## config.mk

```make
export PLATFORM = sky130hd
export DESIGN_NAME = rotating_square_gen
export DESIGN_NICKNAME = d
export VERILOG_FILES = /design/src/rtl/rotating_square_gen.sv
export SDC_FILE = /design/constraint.sdc
export NUM_CORES = 1
export LEC_CHECK = 0
export CORE_MARGIN = 5
export CORE_UTILIZATION = 30
export DETAILED_ROUTE_END_ITERATION = 12
export GPL_ROUTABILITY_DRIVEN = 1
export GPL_TIMING_DRIVEN = 0
export MAX_ROUTING_LAYER = met4
export PLACE_DENSITY = 0.43
export SYNTH_ARGS = -nofsm -noshare
export SYNTH_HDL_FRONTEND = slang
export SYNTH_SLANG_ARGS = --single-unit
```

## constraint.sdc

```tcl
create_clock -name clk -period 3 [get_ports clk]
set_clock_uncertainty 0.15 [all_clocks]
set_input_delay 0.3 -clock clk [delete_from_list [all_inputs] [get_ports clk]]
set_output_delay 0.3 -clock clk [all_outputs]
set_load 0.05 [all_outputs]
```

## src/rtl/rotating_square_gen.sv

```systemverilog
// Rotating-square animation for an N-digit multiplexed 7-segment display.
// A step timer moves the square (wrap or ping-pong), and a scan timer multiplexes the digits.
module rotating_square_gen #(
    parameter int N_DIGITS    = 4,
    parameter int STEP_DIV    = 25_000_000,
    parameter int REFRESH_DIV = 100_000,
    localparam int POS_W      = $clog2(2 * N_DIGITS)
) (
    input  logic                clk,
    input  logic                reset,
    input  logic                en,
    input  logic                cw,
    input  logic                bounce,
    input  logic [1:0]          speed,
    output logic [N_DIGITS-1:0] an,
    output logic [7:0]          segment,
    output logic [POS_W-1:0]    pos
);

    localparam int STEP_W = $clog2(STEP_DIV);
    localparam int SCAN_W = (REFRESH_DIV > 1) ? $clog2(REFRESH_DIV) : 1;
    localparam int DSEL_W = $clog2(N_DIGITS);

    localparam logic [POS_W-1:0]  POS_MAX   = POS_W'(2 * N_DIGITS - 1);
    localparam logic [SCAN_W-1:0] SCAN_LAST = SCAN_W'(REFRESH_DIV - 1);
    localparam logic [DSEL_W-1:0] DSEL_LAST = DSEL_W'(N_DIGITS - 1);

    localparam logic [7:0] SEG_UPPER = 8'b1001_1100;
    localparam logic [7:0] SEG_LOWER = 8'b1010_0011;
    localparam logic [7:0] SEG_BLANK = 8'hFF;

    logic [STEP_W-1:0] step_cnt;
    logic [STEP_W-1:0] step_last;
    logic              step_fire;
    logic              dir_r;
    logic              dir_nxt;
    logic [POS_W-1:0]  pos_nxt;
    logic [SCAN_W-1:0] scan_cnt;
    logic [DSEL_W-1:0] digit_sel;

    function automatic logic [7:0] digit_pattern(input logic [DSEL_W-1:0] d,
                                                 input logic [POS_W-1:0]  p);
        int di;
        int pi;
        logic [7:0] seg;
        di  = int'(d);
        pi  = int'(p);
        seg = SEG_BLANK;
        if (pi < N_DIGITS) begin
            if (di == N_DIGITS - 1 - pi)
                seg = SEG_UPPER;
        end else if (di == pi - N_DIGITS) begin
            seg = SEG_LOWER;
        end
        return seg;
    endfunction

    // >= compare so a shorter period picked mid-count fires at once instead of stalling
    always_comb begin
        step_last = STEP_W'((STEP_DIV >> speed) - 1);
        step_fire = en && (step_cnt >= step_last);
    end

    always_ff @(posedge clk or posedge reset) begin
        if (reset) begin
            step_cnt <= '0;
        end else if (en) begin
            if (step_fire)
                step_cnt <= '0;
            else
                step_cnt <= step_cnt + 1'b1;
        end
    end

    always_comb begin
        pos_nxt = pos;
        dir_nxt = dir_r;
        if (!bounce) begin
            dir_nxt = cw;
            if (step_fire) begin
                if (cw)
                    pos_nxt = (pos == POS_MAX) ? '0 : pos + 1'b1;
                else
                    pos_nxt = (pos == '0) ? POS_MAX : pos - 1'b1;
            end
        end else if (step_fire) begin
            if (dir_r) begin
                if (pos == POS_MAX) begin
                    dir_nxt = 1'b0;
                    pos_nxt = POS_MAX - 1'b1;
                end else begin
                    pos_nxt = pos + 1'b1;
                end
            end else begin
                if (pos == '0) begin
                    dir_nxt = 1'b1;
                    pos_nxt = POS_W'(1);
                end else begin
                    pos_nxt = pos - 1'b1;
                end
            end
        end
    end

    always_ff @(posedge clk or posedge reset) begin
        if (reset) begin
            pos   <= '0;
            dir_r <= 1'b1;
        end else begin
            pos   <= pos_nxt;
            dir_r <= dir_nxt;
        end
    end

    always_ff @(posedge clk or posedge reset) begin
        if (reset) begin
            scan_cnt  <= '0;
            digit_sel <= '0;
        end else if (scan_cnt == SCAN_LAST) begin
            scan_cnt  <= '0;
            digit_sel <= (digit_sel == DSEL_LAST) ? '0 : digit_sel + 1'b1;
        end else begin
            scan_cnt <= scan_cnt + 1'b1;
        end
    end

    // Anode and segment come from the same digit_sel so they always change together
    always_ff @(posedge clk or posedge reset) begin
        if (reset) begin
            an      <= ~N_DIGITS'(1);
            segment <= SEG_BLANK;
        end else begin
            an      <= ~(N_DIGITS'(1) << digit_sel);
            segment <= digit_pattern(digit_sel, pos);
        end
    end

endmodule

```

# --- Yosys cells after proc, flatten, opt, wreduce, memory -nomap -nowiden ---
# Index checks and enable logic that the tools add are counted.
totals:
  output_inout_bits: 15
  word_cells: 48
  regBits: 60
classes:
  order_cmp: 2
  n_reduce_logical: 2
  n_addsub: 8
  n_eq_ne: 6
  muxes: 20
  shift: 2
  bitwise: 1
ops:
  columns: ["operator", "count"]
  rows:
  - ["$mux W3", 9]
  - ["$add A25 B1 Y25 const B", 1]
  - ["$ge A25 B25 Y1", 1]
  - ["$mux W25", 1]
  - ["$shr A25 B2 Y25 const A", 1]
  - ["$sub A25 B2 Y25 const B", 1]
  - ["$add A17 B1 Y17 const B", 1]
  - ["$eq A17 B17 Y1 const B", 1]
  - ["$mux W17", 1]
  - ["$mux W7", 2]
  - ["$eq A3 B4 Y1", 2]
  - ["$mux W8", 1]
  - ["$mux W1", 5]
  - ["$not A4 Y4", 1]
  - ["$shl A1 B2 Y4 const A", 1]
  - ["$sub A2 B3 Y4 const A", 1]
  - ["$sub A3 B3 Y4 const B", 1]
  - ["$add A3 B1 Y3 const B", 1]
  - ["$eq A3 B3 Y1 const B", 1]
  - ["$logic_not A3 Y1", 1]
  - ["$lt A3 B3 Y1 const B", 1]
  - ["$sub A3 B1 Y3 const B", 1]
  - ["$add A2 B1 Y2 const B", 1]
  - ["$eq A2 B2 Y1 const B", 1]
  - ["other kinds (3)", 3]

# --- Longest topological paths before layout ---
# Gate-level depths: netlist of the first run.
depth:
  word_depth: 6
  ltp_mapped: 12
  depth_no_buf: 11

# --- Least setup slack after synthesis of the first run ---
# No wires, ideal clock.
synth_timing:
  path_kind: "input to register"
  from: "input port speed[1]"
  to: "register pos[0]"
  stages: 11
  setup_ns: 0.120
  required_time_ns: 2.730
  path_slack_ns: 0.570
  n_path_buf: 0
  arrival_time_ns: 2.160
  path_cell_list: "nor2b_4 > inv_2 > ha_1 > ha_1 > nand3_1 > nor4_1 > o31ai_1 > a21o_1 > a221oi_4 > a21oi_1 > a31o_2"
synth_between:
  elab_chain_cells: 4
synth_lines:
  columns: ["item", "line_no", "text"]
  rows:
  - ["start: declaration", "14", "input logic [1:0] speed,"]
  - ["$shr A25 B2 Y25", "60", "step_last = STEP_W'((STEP_DIV >> speed) - 1);"]
  - ["$sub A25 B2 Y25", "60", null]
  - ["$ge A25 B25 Y1", "61", "step_fire = en && (step_cnt >= step_last);"]
  - ["$logic_and A1 B1 Y1", "61", null]
  - ["end signal: assignment", "110", "pos <= pos_nxt;"]
  - ["end: declaration", "17", "output logic [POS_W-1:0] pos"]
# No other way between the ends.
# A chain may end at the register's enable or synchronous reset.

# --- Worst setup path after layout of the first run ---
layout_timing:
  from: "input port speed[1]"
  to: "register pos[1]"
# Same word-level chain as after synthesis.

==> qor.yml, run 1 <==
run_status:
  outcome: "finished, final reports clean"
logic_synthesis:
  yosys_warnings: 0
  syn_area_sq_um: 3376
  synth-seq-area-share_pct: 41.03
  synth_ff_type: "dfrtp_1"
  ys_ff_latch: 55
  synth_enable_flop_cells: 0
  avgSynthCellArea_sq_um: 9.429
  ys_types: 53
  synth-async-reset-ratio_pct: 100.0
  synth.top_cell.area_share_pct: 35.58
  synth_area_leader_cell: "dfrtp_1"
  syn_inst: 358
  yosys-top-cells-area: "dfrtp_1, ha_1, dfstp_2, xor2_1, nor2_1"
min_path:
  holdCritPathClass: "primary input to async pin"
sta:
  max_freq_mhz: 381.5
  finalHoldViolCount: 0
  maxSlewViolCount: 0
  setup_viol_count_final: 0
  fin_ws_ns: 0.3787
  post-route-min-period_ns: 2.621
  fin_setup_tns_ns: 0
  rsz0062_at_grt: "false"
  worstMarginPinSlew_ns: 0.4996
  relSlewSlack_pct: 66.59
  period_share_pct: 87.38
floorplan:
  die_h_um: 116.1
  floorplan.die_area_sq_um: 13470
  core.rowCount: 38
  die_w_um: 116.1
  initial_core_util_pct: 30.87
  core_area_sq_um: 10940
  num_io_pins: 22
critical_path:
  regToRegSetupSlack_ns: 0.56
  r2r_start: "step_cnt[18]"
  critPathCapture: "pos[1]"
  critPathArrivalTime_ns: 2.68
  worstPathMaxFanout: 10
  endpoint_kind: "register"
  required_ns: 3.06
  path_class: "primary input to register"
  timing.rr.end: "step_cnt[5]"
  crit_start: "speed[1]"
  ff2ff_path_depth: 7
  start_kind: "primary input"
layout:
  design_area_sq_um: 3954
  num-nets-final: 427
  post-route-util_pct: 36.16
  drive_above_1_share_pct: 10.54
  stdcell_count: 529
  fillers: 1152
  insertedDiodeCount: 0
  area_growth_syn_to_layout_pct: 17.12
routing:
  via_count: 2538
  drtAntennaViolNets: 0
  drcViolationCount: 0
  drt_iter0_markers: 160
  routed_wl_um: 7017
  drt_pass1_iterations: 4
  avgRoutedWirePerCell_um: 13.26
  vias_per_cell: 4.798
placement:
  placed_cells: 521
  routabilityCongestion: 0.7563
  postPlaceCellArea_sq_um: 3779
  port_buffers: 20
  place_hpwl_um: 5252
  pre_cts_ws_ns: -0.4617
global_route:
  grt_remaining_overflow: 0
  grt_max_degree: 37
  antenna_found_initial: 0
  grt_pass1_vias: 2627
  grt_pass1_wl_um: 12610
  grt_usage_pct: 11.88
clock_tree:
  clk_pin_slew_ns: 0.07
  cts_max_path_buffers: 2
  cts_tree: "done"
  clk_latency_ns: 0.29
  cts_root_buffer: "clkbuf_16"
  htree_levels: 2
  cts_buffers: 5
  numClockSinks: 55
pwr:
  swShare_pct: 24.81
  ir_drop_v: 0.0003040
  p_sw_mw: 0.4191
  p_clk_share_pct: 41.1
  seqPwrFrac_pct: 48.7
  power_density_nw_per_um2: 427.3
  pwr-share-comb_pct: 10.3
  p_int_mw: 1.270
  power_leakage_nw: 1.844
flow_run:
  drv_cap: 0
-- per-layer routing --
metal	up-vias	share of wire [%]	global-route usage, %	wire (um)
met5	-	0	-	0
met2	30	45	18.53	3176
met4	0	1.0	2.784	71
met3	7	2.5	1.932	176
met1	1205	51	16.23	3593
li1	1296	-	-	-
-- placed cells by master (no fill, tap or decap), types with 2 or more instances in the layout --
cell / instances
a211o_1: 2
a211oi_1: 4
a21o_1: 4
a21oi_1: 16
a221oi_1: 2
and3_1: 5
and4_1: 3
buf_4: 7
clkbuf_1: 3
clkbuf_16: 5
clkbuf_2: 2
clkdlybuf4s50_1: 18
conb_1: 4
dfrtp_1: 48
dfstp_2: 7
ha_1: 32
inv_1: 22
inv_2: 2
nand2_1: 33
nand2b_1: 2
nand3_1: 21
nand4_1: 10
nor2_1: 40
nor2b_1: 2
nor3_1: 5
nor3b_1: 3
o21ai_0: 14
o21ai_2: 2
o2bb2ai_1: 3
o31ai_1: 2
or2_2: 2
or3_1: 4
or4b_1: 2
xnor2_1: 13
xor2_1: 19
-- how the worst min path moves through the flow --
stage | slack [ns] | to | depth (start not counted)
floorplan | 0.30 | dir_r | 2
global placement | 0.31 | scan_cnt[4] | 1
detailed placement | 0.32 | scan_cnt[4] | 1
CTS | 0.20 | an[0] | 2
global route | 0.22 | scan_cnt[6] | 2
finish | 0.18 | an[0] | 2
-- power by group through the flow --
stage	logic (mW)	registers, mW	clock network, mW
6_report	0.173	0.822	0.694
3_5_place_dp	0.175	0.838	0
3_3_place_gp	0.170	0.836	0
5_1_grt	0.204	0.831	0.751
4_1_cts	0.177	0.823	0.722
2_1_floorplan	0.129	0.822	0
-- cells in the mapped netlist, types with 3 or more instances --
| cell | n |
|---|---|
| and4_1 | 3 |
| and3_1 | 5 |
| nand2_1 | 33 |
| nand3_1 | 22 |
| nor2_1 | 40 |
| or3_1 | 4 |
| nor3_1 | 5 |
| inv_1 | 23 |
| xnor2_1 | 13 |
| buf_4 | 6 |
| a21o_1 | 4 |
| a21oi_1 | 16 |
| o2bb2ai_1 | 3 |
| clkbuf_1 | 3 |
| nor3b_1 | 3 |
| nand4_1 | 10 |
| dfrtp_1 | 48 |
| o21ai_0 | 14 |
| ha_1 | 32 |
| a211oi_1 | 4 |
| xor2_1 | 19 |
| dfstp_2 | 7 |
-- area by class of cell --
cell class / count / area [sq um] / share of cell area (%)
multi-input cells: 268 / 1832 / 46.33
flip-flops and latches: 55 / 1385 / 35.03
repair buffers: 21 / 210.2 / 5.316
well taps: 140 / 175.2 / 4.430
clock buffers: 6 / 138.9 / 3.513
inverters: 25 / 93.84 / 2.373
plain buffers: 12 / 80.08 / 2.025
clock inverters: 2 / 38.79 / 0.9810
-- stage by stage --
step,power (mW),hold slack (ns)
2_1_floorplan,0.9505,0.2957
3_3_place_gp,1.007,0.3117
3_5_place_dp,1.013,0.3178
4_1_cts,1.722,0.1961
5_1_grt,1.786,0.2248
6_report,1.689,0.1797
-- what timing repair did --
action / 4_1_cts / 5_1_grt
resized for setup: 4 / 4
pin swaps: 0 / 0
hold buffers: 0 / 0
setup buffers: 0 / 0
endpoints found under the setup margin: 22 / 21
-- sequential cells by signal, summed over array words and instances (netlist names) --
register,cells
pos,3
segment,3
an,4
digit_sel,2
scan_cnt,17
step_cnt,25
dir_r,1
-- worst max-delay path, stage by stage --
cell and delay (ns):
clkbuf_2 0.16, nor2b_4 0.20, inv_2 0.07, ha_1 0.28, ha_1 0.29, nand3_1 0.06, nor4_1 0.22, o31ai_1 0.15
a21o_1 0.20, a221oi_4 0.34, buf_4 0.24, nand2_1 0.06, o21ai_0 0.08
-- cell families after synthesis --
logic type,Yosys count,share of synthesized area (%)
buffers and inverters,37,5.077
other,2,0.2225
adders and majority gates,32,11.86
and+or+nand+nor,140,20.79
xor gates and xnor gates,33,8.784
DFF,55,41.03
muxes,1,0.2965
AOI/OAI and AO/OA,58,11.94
(Power assumes the default switching activity.)
==> inputs of run 2 (changes only) <==
--- a/config.mk
+++ b/config.mk
@@ -7,6 +7,7 @@
 export LEC_CHECK = 0
 export CORE_MARGIN = 5
 export CORE_UTILIZATION = 30
+export CTS_CLUSTER_SIZE = 28
 export DETAILED_ROUTE_END_ITERATION = 12
 export GPL_ROUTABILITY_DRIVEN = 1
 export GPL_TIMING_DRIVEN = 0
==> results of run 2 <==
No change in the layout: final DEF, timing and power equal those of run 1.
